## src/rtl/fll_cfg_regs.sv

```systemverilog
// Register target for one FLL native configuration port: req/ack handshake with
// configurable latency, CONFIG1/CONFIG2/INTEGRATOR storage and a modelled lock.
module fll_cfg_regs #(
    parameter int unsigned ACK_WAIT = 2,
    parameter logic [31:0] CFG1_RST = 32'h8400_05F5,
    parameter logic [31:0] CFG2_RST = 32'h0000_0144,
    parameter logic [31:0] INT_RST  = 32'h0000_0000
) (
    input  logic        clk_i,
    input  logic        rst_ni,
    input  logic        fll_req_i,
    input  logic        fll_wrn_i,
    input  logic [1:0]  fll_add_i,
    input  logic [31:0] fll_data_i,
    output logic        fll_ack_o,
    output logic [31:0] fll_r_data_o,
    output logic        fll_lock_o,
    output logic [15:0] cfg_mult_o,
    output logic [3:0]  cfg_div_o
);

    localparam logic [31:0] CFG1_MASK = 32'hBFFF_FFFF;
    localparam logic [31:0] INT_MASK  = 32'h03FF_03FF;
    localparam logic [3:0]  WAIT_INIT = 4'(ACK_WAIT);

    localparam logic [1:0] ADDR_STATUS = 2'd0;
    localparam logic [1:0] ADDR_CFG1   = 2'd1;
    localparam logic [1:0] ADDR_CFG2   = 2'd2;
    localparam logic [1:0] ADDR_INTEG  = 2'd3;

    typedef enum logic [1:0] {
        ST_IDLE,
        ST_WAIT,
        ST_ACK,
        ST_DONE
    } state_t;

    state_t      state;
    logic [3:0]  wait_cnt;
    logic        wrn_q;
    logic [1:0]  add_q;
    logic [31:0] data_q;
    logic [31:0] cfg1;
    logic [31:0] cfg2;
    logic [31:0] integ;
    logic        mf_reload;
    logic [11:0] settle_cnt;
    logic [31:0] status_word;

    assign status_word = {16'h0000, (fll_lock_o ? cfg1[15:0] : 16'h0000)};

    // Handshake FSM; the register access itself happens on the edge that raises ack.
    always_ff @(posedge clk_i or negedge rst_ni) begin
        if (!rst_ni) begin
            // NOTE: the register file is a handful of flops with defined power-up values, so it is reset like any other state.
            state        <= ST_IDLE;
            wait_cnt     <= '0;
            wrn_q        <= 1'b1;
            add_q        <= '0;
            data_q       <= '0;
            fll_ack_o    <= 1'b0;
            fll_r_data_o <= '0;
            cfg1         <= CFG1_RST & CFG1_MASK;
            cfg2         <= CFG2_RST;
            integ        <= INT_RST & INT_MASK;
            mf_reload    <= 1'b0;
        end else begin
            mf_reload <= 1'b0;
            unique case (state)
                ST_IDLE: begin
                    if (fll_req_i) begin
                        wrn_q    <= fll_wrn_i;
                        add_q    <= fll_add_i;
                        data_q   <= fll_data_i;
                        wait_cnt <= WAIT_INIT;
                        state    <= ST_WAIT;
                    end
                end
                ST_WAIT: begin
                    if (wait_cnt != '0) begin
                        wait_cnt <= wait_cnt - 4'd1;
                    end else begin
                        fll_ack_o <= 1'b1;
                        state     <= ST_ACK;
                        if (wrn_q) begin
                            case (add_q)
                                ADDR_STATUS: fll_r_data_o <= status_word;
                                ADDR_CFG1:   fll_r_data_o <= cfg1;
                                ADDR_CFG2:   fll_r_data_o <= cfg2;
                                default:     fll_r_data_o <= integ;
                            endcase
                        end else begin
                            case (add_q)
                                ADDR_CFG1: begin
                                    cfg1 <= data_q & CFG1_MASK;
                                    // NOTE: non-blocking update, so cfg1 here is still the value before this write.
                                    mf_reload <= (data_q[15:0] != cfg1[15:0]);
                                end
                                ADDR_CFG2:  cfg2  <= data_q;
                                ADDR_INTEG: integ <= data_q & INT_MASK;
                                default: ; // STATUS is read-only; the write is acked and dropped
                            endcase
                        end
                    end
                end
                ST_ACK: begin
                    if (!fll_req_i) begin
                        fll_ack_o    <= 1'b0;
                        fll_r_data_o <= '0;
                        state        <= ST_DONE;
                    end
                end
                default: state <= ST_IDLE;
            endcase
        end
    end

    // Settle model: a new MF restarts the count one cycle after the write lands.
    always_ff @(posedge clk_i or negedge rst_ni) begin
        if (!rst_ni) begin
            fll_lock_o <= 1'b0;
            settle_cnt <= CFG2_RST[15:4];
        end else if (mf_reload) begin
            fll_lock_o <= 1'b0;
            settle_cnt <= cfg2[15:4];
        end else if (!fll_lock_o) begin
            if (settle_cnt == '0) begin
                fll_lock_o <= 1'b1;
            end else begin
                settle_cnt <= settle_cnt - 12'd1;
            end
        end
    end

    always_ff @(posedge clk_i or negedge rst_ni) begin
        if (!rst_ni) begin
            cfg_mult_o <= CFG1_RST[15:0];
            cfg_div_o  <= CFG1_RST[29:26];
        end else begin
            cfg_mult_o <= cfg1[15:0];
            cfg_div_o  <= cfg1[29:26];
        end
    end

endmodule

```

## config.mk

```make
export PLATFORM = sky130hd
export DESIGN_NAME = fll_cfg_regs
export DESIGN_NICKNAME = d
export VERILOG_FILES = /design/src/rtl/fll_cfg_regs.sv
export SDC_FILE = /design/constraint.sdc
export NUM_CORES = 1
export LEC_CHECK = 0
export CELL_PAD_IN_SITES_DETAIL_PLACEMENT = 1
export CELL_PAD_IN_SITES_GLOBAL_PLACEMENT = 1
export CORE_MARGIN = 3
export CORE_UTILIZATION = 46
export CTS_CLUSTER_DIAMETER = 150
export DETAILED_ROUTE_END_ITERATION = 6
export PLACE_DENSITY = 0.87
export SLEW_MARGIN = 20
export SYNTH_ARGS = -nofsm -noshare
export SYNTH_HDL_FRONTEND = slang
export SYNTH_SLANG_ARGS = --single-unit
```

## constraint.sdc

```tcl
create_clock -name clk_i -period 2.1 [get_ports clk_i]
set_input_delay 0.21 -clock clk_i [delete_from_list [all_inputs] [get_ports clk_i]]
set_output_delay 0.21 -clock clk_i [all_outputs]
set_load 0.05 [all_outputs]
```

==> Flow_metrics.wiki <==
{| class="wikitable"
! Metric !! Value
|-
| Total number of vias || 5,446
|-
| Count of yosys warnings during synthesis || 0
|-
| Worst reg2reg path startpoint || wait_cnt[0]$_DFFE_PN0P_
|-
| Critical path capture point type || output pin
|-
| Cell chain of the critical path || clkdlybuf4s50_1
|-
| Final slew viol count || 0
|-
| Peak clock frequency supported by timing || a little under 0.5 GHz
|-
| Max_slew headroom || 0.5864
|-
| Hold WS || 0.2783 ns
|-
| Maxcap violations || 0
|-
| Final period util || 0.9738
|-
| Share of layout cells above drive strength 1 || 0.3062
|-
| Slowest cell on the critical path || clkdlybuf4s50_1
|-
| Number of remaining DRC errors || 0
|-
| Total Nets Final || 770
|-
| Path depth of the worst reg2reg path || 7
|-
| Proportion of synthesized chip area in sequential cells || 0.5714
|-
| IR drop worst, VDD || between 0.0009 and 0.001 V
|-
| Initial Util || 0.4785
|-
| Number of DRC markers in iteration 0 || ~230
|-
| Type of element launching the critical path || flop
|-
| Number of nets in the synthesized netlist || around 670
|-
| Wirelength, routed || 22,440 um
|-
| Setup repair after global routing missed its margin || false
|-
| Data arrival time of the worst path || around 1.8 ns
|-
| Critical path endpoint || fll_lock_o
|-
| Number of enable-type register cells in the synthesized netlist || 0
|-
| Worst clock skew || between 0.008 and 0.009 ns
|-
| Final worst setup slack || 0.05498 ns
|-
| Inserted Diodes || 0
|-
| First-pass GRT wire length || 36,370 um
|-
| Most instantiated flip-flop cell in the synthesis netlist || dfrtp_1
|-
| Capture instance of the worst register-to-register path || cfg2[31]$_DFFE_PN0P_
|-
| Level count of the clock H-tree || 4
|-
| Std-Cell Rows || 48
|-
| Clock tree from TritonCTS || done
|-
| Result of the run || finished, final reports clean
|-
| Number of buffers created by CTS || 17
|-
| Shortest clock period the worst path allows after layout || 2.045 ns
|-
| Worst setup path startpoint || fll_lock_o$_DFF_PN0_
|-
| Type of the setup path with the least slack || flop to output pin
|-
| Share of synthesized flip-flops with an asynchronous set or reset || 1.000
|-
| Port buffer count || 91
|-
| Synthesized area per cell || around 14 um2
|-
| Detailed-routing iteration count for the pre-antenna-repair pass || 6
|-
| CTS Root Buffer Type || clkbuf_16
|-
| CTS sink cnt || 191
|-
| Count of fill cells added during filler insertion || 1,760
|-
| Cell Area, Synth || 8419 um2
|-
| Via-per-instance ratio || approximately 5.7
|-
| Number of primary I/O pins || 92
|-
| Crit path depth || 1
|-
| Multi-input gate area || between 3000 and 4000 um2
|-
| Maximum root-to-sink buffer count || 2
|-
| Mapped Cells || 620
|-
| Clock latency on the worst-skew pair || approximately 0.44 ns
|-
| Die H || 141.3 um
|-
| Buffers plus inverters on the worst setup path || 1
|-
| Total of flip-flops plus latches after synthesis || 191
|-
| Pin count of the biggest net entering global routing || 63
|-
| Overflow left after global routing || 0
|-
| Number of antenna violations at the first check in global routing || 1
|-
| Largest fanout on the critical path || 9
|-
| Overall track demand over capacity in global routing || 0.2366
|-
| Static leakage power || 4.491 nW
|-
| Total power divided by cell area || roughly 1500 nW/um2
|-
| Area growth from synthesis to layout || 21.85%
|-
| Post-synth cell types || between 50 and 60
|-
| Reg area || 4811 um2
|-
| Total negative slack for setup checks || 0 ns
|-
| Area inside the core boundary || 17,600 um2
|-
| Number of global-route vias before repair || 6,433
|-
| Die Span X || 141.3 um
|-
| Worst-case setup slack after placement || between 0.1 and 0.15 ns
|-
| Final hold vios || 0
|-
| Req. time, crit path || between 1.5 and 2 ns
|-
| Routed wirelength normalized by instance count || 23.30 um
|-
| DP Wirelength || 14,580 um
|-
| Antenna-violating nets left || 0
|-
| Delay of the slowest critical-path stage || 0.87 ns
|-
| Worst min path class || primary input to async pin
|-
| Post-cts resize count || 0
|-
| Register-to-Register Setup Slack || 0.09 ns
|-
| Critical path's top delay family || buffers and inverters
|-
| Final number of setup-violating endpoints || 0
|-
| Post-CTS clock slew at the launch and capture registers of the worst setup and hold paths || 0.07 ns
|-
| Pin slew with the least headroom to its limit || about 0.61 ns
|-
| Area enclosed by the die boundary || about 20,000 um2
|-
| RD Place Congestion || 0.8348
|}
==> power by group <==
part	internal, W	switching (W)	leakage, nW
clock	0.00194	0.00144	0.291
sequential	0.00505	0.00125	2.47
combinational	0.00252	0.00286	1.73
==> registers in the layout, summed over array words and instances, names as in the netlist, 2 cells and up <==
register and count:
wait_cnt 4, settle_cnt 12, cfg1 31, data_q 32, cfg_mult_o 16, add_q 2
integ 20, state 2, fll_r_data_o 32, cfg2 32, cfg_div_o 4
==> cells by family (layout without fill, tap and decap cells) <==
logic type | count (synthesis) | count (layout) | share of synthesized area
buffers and inverters | 42 | 160 | 0.03507
and+or+nand+nor | 124 | 124 | 0.08055
AOI/OAI and AO/OA | 104 | 104 | 0.07951
muxes | 131 | 131 | 0.2012
adders and majority gates | 7 | 7 | 0.01040
xor gates and xnor gates | 21 | 21 | 0.02184
DFF | 191 | 191 | 0.5714
==> layer usage <==
metal | routed length [um] | up-vias | GRT usage
met1 | 8978 | 2861 | 0.2847
met3 | 1050 | 33 | 0.04719
met4 | 440 | 2 | 0.08312
met2 | 11960 | 138 | 0.4226
met5 | 13 | - | 0
li1 | - | 2412 | -
==> worst min path at each step <==
stage | start | end | slack [ns] | cells past startpoint
2_1_floorplan | rst_ni | add_q[0]$_DFFE_PN0P_ | -0.09 | 0
6_report | rst_ni | fll_r_data_o[7]$_DFFE_PN0P_ | 0.28 | 2
5_1_grt | rst_ni | integ[7]$_DFFE_PN0P_ | 0.33 | 2
4_1_cts | rst_ni | fll_r_data_o[6]$_DFFE_PN0P_ | 0.29 | 2
3_5_place_dp | rst_ni | fll_r_data_o[6]$_DFFE_PN0P_ | 0.18 | 1
3_3_place_gp | rst_ni | fll_r_data_o[7]$_DFFE_PN0P_ | 0.17 | 1
==> final cells by class <==
| type | instances | area share |
|---|---|---|
| timing repair buffer | 119 | 0.1170 |
| clock inverter | 13 | 0.01573 |
| clock buffer | 19 | 0.04415 |
| inverter | 9 | 0.003293 |
| sequential | 191 | 0.4690 |
| multi-input combinational | 387 | 0.3235 |
| tap | 225 | 0.02744 |
==> what timing repair did <==
| action | CTS | global route |
|---|---|---|
| endpoints found under the hold margin | 37 | 0 |
| hold buffers | 1 | 0 |
| buffers inserted | 0 | 0 |
==> cells in the mapped netlist, types with 8 or more instances <==
| master | instances | area [um2] |
|---|---|---|
| mux2_4 | 59 | 885.9 |
| xor2_1 | 10 | 87.58 |
| nand2b_1 | 12 | 75.07 |
| buf_2 | 8 | 40.04 |
| o31ai_1 | 10 | 75.07 |
| dfstp_2 | 25 | 656.9 |
| nand2_1 | 48 | 180.2 |
| o21ai_0 | 23 | 115.1 |
| o22ai_1 | 10 | 62.56 |
| a21oi_1 | 14 | 70.07 |
| nor2_1 | 22 | 82.58 |
| clkbuf_1 | 13 | 48.80 |
| a22oi_1 | 21 | 157.7 |
| xnor2_1 | 11 | 96.34 |
| mux2_2 | 69 | 777.0 |
| dfrtp_1 | 166 | 4154 |
| inv_1 | 8 | 30.03 |
==> cell usage in the layout, fill, tap and decap left out, drive strengths merged, types with 3 or more instances in the layout <==
| cell type | Yosys | final |
|---|---|---|
| dfrtp | 166 | 166 |
| mux2 | 129 | 129 |
| clkdlybuf4s50 | 0 | 90 |
| nand2 | 48 | 48 |
| o21ai | 30 | 30 |
| buf | 20 | 28 |
| dfstp | 25 | 25 |
| nor2 | 22 | 22 |
| a22oi | 21 | 21 |
| clkbuf | 13 | 19 |
| a21oi | 14 | 14 |
| nand2b | 13 | 13 |
| xnor2 | 11 | 11 |
| xor2 | 10 | 10 |
| o22ai | 10 | 10 |
| o31ai | 10 | 10 |
| inv | 8 | 9 |
| nor3 | 8 | 8 |
| ha | 7 | 7 |
| nor2b | 6 | 6 |
| nor4 | 6 | 6 |
| clkinv | 1 | 6 |
| nand4 | 5 | 5 |
| a31oi | 4 | 4 |
| or3 | 4 | 4 |
| clkinvlp | 0 | 4 |
| nand3 | 3 | 3 |
| bufinv | 0 | 3 |
==> stage by stage <==
step / power [W] / utilization / instances / area (um2)
after floorplan: 0.009647 / - / 620 / 8419
after global placement: 0.01114 / 0.5475 / 930 / 9634
after detailed placement: 0.01155 / 0.5475 / 930 / 9634
after global routing: 0.01583 / 0.5830 / 963 / 10260
final: 0.01506 / 0.5830 / 963 / 10260
after CTS: 0.01514 / 0.5830 / 963 / 10260
Note: power is estimated with default switching activity, not from simulation.
